<file path="config.mk">
export PLATFORM = sky130hd
export DESIGN_NAME = seg_scanner
export DESIGN_NICKNAME = d
export VERILOG_FILES = /design/src/rtl/seg_scanner.sv
export SDC_FILE = /design/constraint.sdc
export NUM_CORES = 1
export LEC_CHECK = 0
export CORE_MARGIN = 3
export CORE_UTILIZATION = 40
export DETAILED_ROUTE_END_ITERATION = 6
export PLACE_DENSITY = 0.62
export SLEW_MARGIN = 25
export SYNTH_ARGS = -nofsm -noshare
export SYNTH_HDL_FRONTEND = slang
export SYNTH_SLANG_ARGS = --single-unit
</file>
<file path="constraint.sdc">
create_clock -name clk -period 4.9 [get_ports clk]
set_clock_uncertainty 0.15 [all_clocks]
set_input_delay 0.735 -clock clk [delete_from_list [all_inputs] [get_ports clk]]
set_output_delay 0.735 -clock clk [all_outputs]
set_load 0.03 [all_outputs]
</file>
<file path="src/rtl/seg_scanner.sv">
// -----------------------------------------------------------------------------
// seg_scanner
//
// Time-multiplexed driver for a NUM_DIGITS-digit 7-segment panel. Each digit
// gets a slot of SCAN_DIV clock cycles. The first BLANK_CYCLES cycles of each
// slot are blanked to hide ghosting while the digit drivers switch over. The
// panel only ever shows a shadow copy of hex_in. That copy is refreshed once
// per frame, at the wrap from the last digit back to digit 0, unless hold is
// high.
//
// Configuration macro:
//   SEG_SCANNER_BLANK_EN : when defined, the per-slot blanking window is
//                          compiled in. When undefined, BLANK_CYCLES is
//                          ignored and every RUN cycle drives the digit.
//
// Parameters:
//   NUM_DIGITS   : number of multiplexed digits (>= 2)
//   SCAN_DIV     : clock cycles per digit slot (>= 2)
//   BLANK_CYCLES : blanked cycles at the start of each slot (< SCAN_DIV)
//
// Ports:
//   clk        : single clock, rising edge
//   rst        : asynchronous active-high reset
//   hex_in     : segment patterns; digit k is at [8k+7:8k]
//                (bit7 = seg a ... bit0 = dp, 1 = lit)
//   hold       : suppresses the frame-boundary reload of the shadow
//   seg_out    : registered segment bus, 1 = lit
//   dig_sel    : registered one-hot digit enable, all-zero while blanked
//   frame_done : registered single-cycle pulse on the first cycle of each
//                new frame (not on the first frame after reset)
// -----------------------------------------------------------------------------
module seg_scanner #(
    parameter int NUM_DIGITS   = 4,
    parameter int SCAN_DIV     = 10000,
    parameter int BLANK_CYCLES = 200
) (
    input  logic                    clk,
    input  logic                    rst,
    input  logic [NUM_DIGITS*8-1:0] hex_in,
    input  logic                    hold,
    output logic [7:0]              seg_out,
    output logic [NUM_DIGITS-1:0]   dig_sel,
    output logic                    frame_done
);

    localparam int IDX_W = (NUM_DIGITS > 1) ? $clog2(NUM_DIGITS) : 1;
    localparam int DIV_W = $clog2(SCAN_DIV);

    localparam logic [IDX_W-1:0] IDX_LAST = IDX_W'(NUM_DIGITS - 1);
    localparam logic [DIV_W-1:0] DIV_LAST = DIV_W'(SCAN_DIV - 1);
`ifdef SEG_SCANNER_BLANK_EN
    localparam logic [DIV_W-1:0] BLANK_LIM = DIV_W'(BLANK_CYCLES);
`endif

    // Parameter sanity check at elaboration time.
    generate
        if (BLANK_CYCLES >= SCAN_DIV || NUM_DIGITS < 2 || SCAN_DIV < 2) begin : g_bad_params
            $error("seg_scanner: need NUM_DIGITS>=2, SCAN_DIV>=2, BLANK_CYCLES<SCAN_DIV");
        end
    endgenerate

    typedef enum logic {
        IDLE = 1'b0,
        RUN  = 1'b1
    } state_t;

    state_t                  state,  state_nxt;
    logic [IDX_W-1:0]        idx,    idx_nxt;
    logic [DIV_W-1:0]        div,    div_nxt;
    logic [NUM_DIGITS*8-1:0] shadow, shadow_nxt;
    logic [7:0]              seg_nxt;
    logic [NUM_DIGITS-1:0]   dig_nxt;
    logic                    frame_nxt;
    logic                    blank;

    // State and output registers. Outputs are registered so they change on
    // the same edge as the scan position they describe.
    always_ff @(posedge clk or posedge rst) begin
        if (rst) begin
            state      <= IDLE;
            idx        <= '0;
            div        <= '0;
            shadow     <= '0;
            seg_out    <= '0;
            dig_sel    <= '0;
            frame_done <= 1'b0;
        end else begin
            state      <= state_nxt;
            idx        <= idx_nxt;
            div        <= div_nxt;
            shadow     <= shadow_nxt;
            seg_out    <= seg_nxt;
            dig_sel    <= dig_nxt;
            frame_done <= frame_nxt;
        end
    end

    // Next position, shadow and outputs. The outputs are derived from the
    // *next* position and shadow, so the registered outputs always match the
    // position registered on the same edge.
    always_comb begin
        state_nxt  = state;
        idx_nxt    = idx;
        div_nxt    = div;
        shadow_nxt = shadow;
        frame_nxt  = 1'b0;
        seg_nxt    = '0;
        dig_nxt    = '0;
        blank      = 1'b0;

        case (state)
            IDLE: begin
                // Leaving reset: start at (0,0) with a fresh shadow. The
                // hold input is deliberately ignored here, and no frame_done.
                state_nxt  = RUN;
                idx_nxt    = '0;
                div_nxt    = '0;
                shadow_nxt = hex_in;
            end
            RUN: begin
                if (div == DIV_LAST) begin
                    div_nxt = '0;
                    if (idx == IDX_LAST) begin
                        idx_nxt   = '0;
                        frame_nxt = 1'b1;
                        if (!hold) begin
                            shadow_nxt = hex_in;
                        end
                    end else begin
                        idx_nxt = idx + 1'b1;
                    end
                end else begin
                    div_nxt = div + 1'b1;
                end
            end
            default: begin
                state_nxt = IDLE;
            end
        endcase

`ifdef SEG_SCANNER_BLANK_EN
        blank = (div_nxt < BLANK_LIM);
`else
        blank = 1'b0;
`endif

        if (state_nxt == RUN && !blank) begin
            seg_nxt = shadow_nxt[{idx_nxt, 3'b000} +: 8];
            dig_nxt = {{(NUM_DIGITS-1){1'b0}}, 1'b1} << idx_nxt;
        end
    end

endmodule
</file>
After elaboration in Yosys (flattened, before gate mapping)
Cells that the tools add are included.
- logic and storage cells: 26
- register bits: 62
- muxes and demuxes: 12
- add/subtract/negate cells: 2
- equal/unequal tests: 2
- shift-type cells: 2
- bitwise logic cells: 1
- operator list (cell ; count):
    $mux W32 ; 3
    $pmux W32 S2 ; 1
    $shiftx A32 B6 Y8 ; 1
    $pmux W14 S2 ; 1
    $add A14 B1 Y14 const B ; 1
    $eq A14 B14 Y1 const B ; 1
    $mux W14 ; 1
    $mux W2 ; 2
    $pmux W2 S2 ; 1
    $shl A1 B2 Y4 const A ; 1
    $mux W1 ; 3
    $add A2 B1 Y2 const B ; 1
    $eq A2 B2 Y1 const B ; 1
    $not A1 Y1 ; 1

Longest topological paths before layout
- word-level depth: 5
- depth in mapped cells: 7

Worst setup path before layout
Ideal clock, no wire load.
- path kind: register to register
- start point: register div[6]
- end point: register seg_out[0]
- cell stages (with the launch flop): 7
- setup slack: 2.085 ns
- arrival time: 2.540 ns
- setup time: 0.125 ns
- cell sequence: dfrtp_1 -> or4b_4 -> o41ai_4 -> buf_2 -> mux2_2 -> mux2_1 -> mux2_2
- longest elaborated chain between the ends: 4
- RTL lines (element ; RTL line ; source):
    start, declared ; 69 ; logic [DIV_W-1:0] div, div_nxt;
    start signal, assigned ; 90 ; div <= div_nxt;
    $eq A14 B14 Y1 ; 121 ; if (div == DIV_LAST) begin
    $mux W32 ; 121 ;
    $pmux W32 S2 ; 111 ; case (state)
    via shadow_nxt[24] ; 70 ; logic [NUM_DIGITS*8-1:0] shadow, shadow_nxt;
    $shiftx A32 B6 Y8 ; 148 ; seg_nxt = shadow_nxt[{idx_nxt, 3'b000} +: 8];
    via seg_nxt[0] ; 71 ; logic [7:0] seg_nxt;
    end signal, assigned ; 92 ; seg_out <= seg_nxt;
    end, declared ; 41 ; output logic [7:0] seg_out,
The timed path passes the listed nets, and every way through them passes these cells.

Worst setup path after layout
- start point: register div[6]
- end point: register seg_out[3]
The elaborated chain is that of the path after synthesis.

==> results_dict.tcl <==
set metrics [dict create \
    overflow 0 \
    hold_viol_final 0 \
    dr.pass1.iters 4 \
    max_freq_ghz 0.3337 \
    hp-class "reg2reg" \
    final_net_count 285 \
    grt_use_total_pct 14.03 \
    die_h_um 87.72 \
    cp_data_arrival_time_ps 3070 \
    synthDistinctLibCells 27 \
    grt_max_degree 42 \
    rsz0062_at_grt "no" \
    cts_resized 0 \
    yosysWarningCount 0 \
    final_common_cell "dfrtp_1" \
    cts_root_buf "clkbuf_8" \
    p_clk_share_pct 39.5 \
    worstMarginPinSlew_ps 848.0 \
    cts_inserted_buffers 9 \
    path_class "reg2reg" \
    r2r_start "div[6]" \
    sw_frac_of_total_pct 23.24 \
    max_slew_margin_pct 43.39 \
    netlist_instances 193 \
    fp.dieArea_um2 7695 \
    cp-end-kind "flop" \
    ioPinCount 48 \
    die_x_um 87.72 \
    hold_path.startpoint "div[0]" \
    num_rows 29 \
    drc 0 \
    antenna_found_initial 0 \
    ant_nets 0 \
    seq_area_frac_synth_pct 58.08 \
    cts_buffer_depth 2 \
    max-cap-violations 0 \
    cts_hold_buf 0 \
    syn_nets 230 \
    area_growth_pct 28.24 \
    internal_power_w 0.0008678 \
    avgRoutedWirePerCell_um 14.52 \
    antenna_cells 0 \
    grt_pass1_vias 1619 \
    grtUsageMet3_pct 3.857 \
    r2r_slack_ps 1900 \
    crit-reg2reg-capture "seg_out[3]" \
    cts_tree "done" \
    cts_setup_buffers 0 \
    comb_power_share_pct 11.2 \
    avgSynthCellArea_um2 13.84 \
    place_ws_ps 1637 \
    p_seq_share_pct 49.3 \
    grt_pass1_wl_mm 8.017 \
    dpl.hpwl_mm 3.257 \
    port-buffer-count 47 \
    peakVddDrop_v 0.0001620 \
    mostFrequentLayoutCells "62 x dfrtp_1, 47 x clkdlybuf4s50_1, 36 x mux2_2" \
    clk_latency_ps 330 \
    critPathRequiredTime_ps 4970 \
    fin_tns_setup_ps 0 \
    hold_depth 1 \
    status "finished clean" \
    netlist.area_leader.share_pct 58.08 \
    grt_use_met1_pct 19.77 \
    drt_wl_total_mm 4.790 \
    hold_end "div[0]" \
    layout_setup_ws_ps 1904 \
    gp_congestion 0.6684 \
    start_kind "flop" \
    cts_sinks 62 \
    fillCellCount 547 \
    vias 1592 \
    final.period_utilization_pct 61.15 \
    grt_util_met2_pct 19.59 \
    crit_fanout 32 \
    power_switching_w 0.0002627 \
    fin_crit_ps 2996 \
    clkTransAtPathRegs_ps 70 \
    synthTopCellsByArea "dfrtp_1 58%, mux2_2 15%, mux2_1 8.4%" \
    synthesis.area_um2 2671 \
    r2r_cells 6 \
    finalSetupViolCount 0 \
    via_per_inst 4.824 \
    core-area_um2 6422 \
    ys_seq_elements 62 \
    initialDrtViolationCount 54 \
    slew_violations 0 \
    cts-htree-levels 3 \
    yosys.area.top_type "dfrtp_1" \
    powerDensity_nw_per_um2 330.0 \
    power_leakage_nw 1.464 \
    start_util_pct 41.59 \
    drive_above_1_share_pct 24.11 \
    busiest_layer "met1" \
]
==> kinds of logic after synthesis <==
| group | share of synthesized area (%) |
|---|---|
| AOI/OAI and AO/OA | 1.218 |
| xor gates and xnor gates | 3.934 |
| adders and majority gates | 0.9366 |
| buffers and inverters | 2.154 |
| DFF | 58.08 |
| muxes | 23.98 |
| other | 0.1404 |
| and+or+nand+nor | 9.555 |
==> how the worst max path moves through the flow <==
stage / from / endpoint / slack (ps) / cells after the start
after floorplan: div[6] / seg_out[0] / 2090 / 6
after global placement: hold / seg_out[6] / 1640 / 7
after detailed placement: hold / seg_out[6] / 1640 / 7
after CTS: div[6] / seg_out[6] / 1880 / 6
after global routing: div[6] / seg_out[2] / 1780 / 6
final: div[6] / seg_out[3] / 1900 / 6
==> synth_stat cells (all sizes together) <==
master  number
or4b         2
and3         3
and2         2
buf          6
nand3        5
nor3b        1
conb         1
nand4        2
xor2         7
nor3         1
clkbuf       1
nor4         1
xnor2        5
mux2i        1
inv          3
ha           2
o21ai        1
nand2b       1
nand2        8
nor2        18
nand4b       1
o41ai        1
nor2b        2
dfrtp       62
mux2        56
==> through the flow <==
step,power [W],hold slack [ps],cells,util [%],cell area [um2]
6_report,0.001130,309.7,330,53.34,3426
5_1_grt,0.001187,341.8,330,53.34,3426
4_1_cts,0.001148,317.1,330,53.34,3426
3_5_place_dp,0.0006969,307.3,314,50.22,3226
3_3_place_gp,0.0006952,300.9,314,50.22,3226
2_1_floorplan,0.0006403,282.9,193,-,2671
==> registers in the layout (all words and copies together) (netlist names) <==
register,count
shadow,32
div,14
seg_out,8
dig_sel,4
idx,2
frame_done,1
state,1
==> power groups by stage <==
stage          combinational [W]  sequential [W]  clock (W)
2_1_floorplan          0.0000624        0.000578          0
3_3_place_gp            0.000128        0.000567          0
3_5_place_dp            0.000129        0.000568          0
4_1_cts                 0.000130        0.000558   0.000461
5_1_grt                 0.000139        0.000561   0.000487
6_report                0.000127        0.000558   0.000446
==> layer usage <==
layer	share of wire [%]	up-vias
met1	49	776
met2	45	42
li1	-	767
met5	0	-
met4	1.1	0
met3	5.7	7
==> critical path, stage by stage (launching register included) <==
cell and delay, ps:
dfrtp_1 430, or4b_4 600, o41ai_4 330, buf_4 410, mux2_2 390, mux2_1 290, mux2_2 260
==> area by class of cell <==
| cell class | instances | area [um2] | share of cell area [%] |
|---|---|---|---|
| clock inverter | 5 | 58.81 | 1.717 |
| clock buffer | 11 | 141.4 | 4.127 |
| sequential | 62 | 1551 | 45.29 |
| multi-input combinational | 121 | 1066 | 31.12 |
| inverter | 3 | 11.26 | 0.3287 |
| timing repair buffer | 51 | 500.5 | 14.61 |
| tap | 77 | 96.34 | 2.812 |
(Power assumes the default switching activity.)
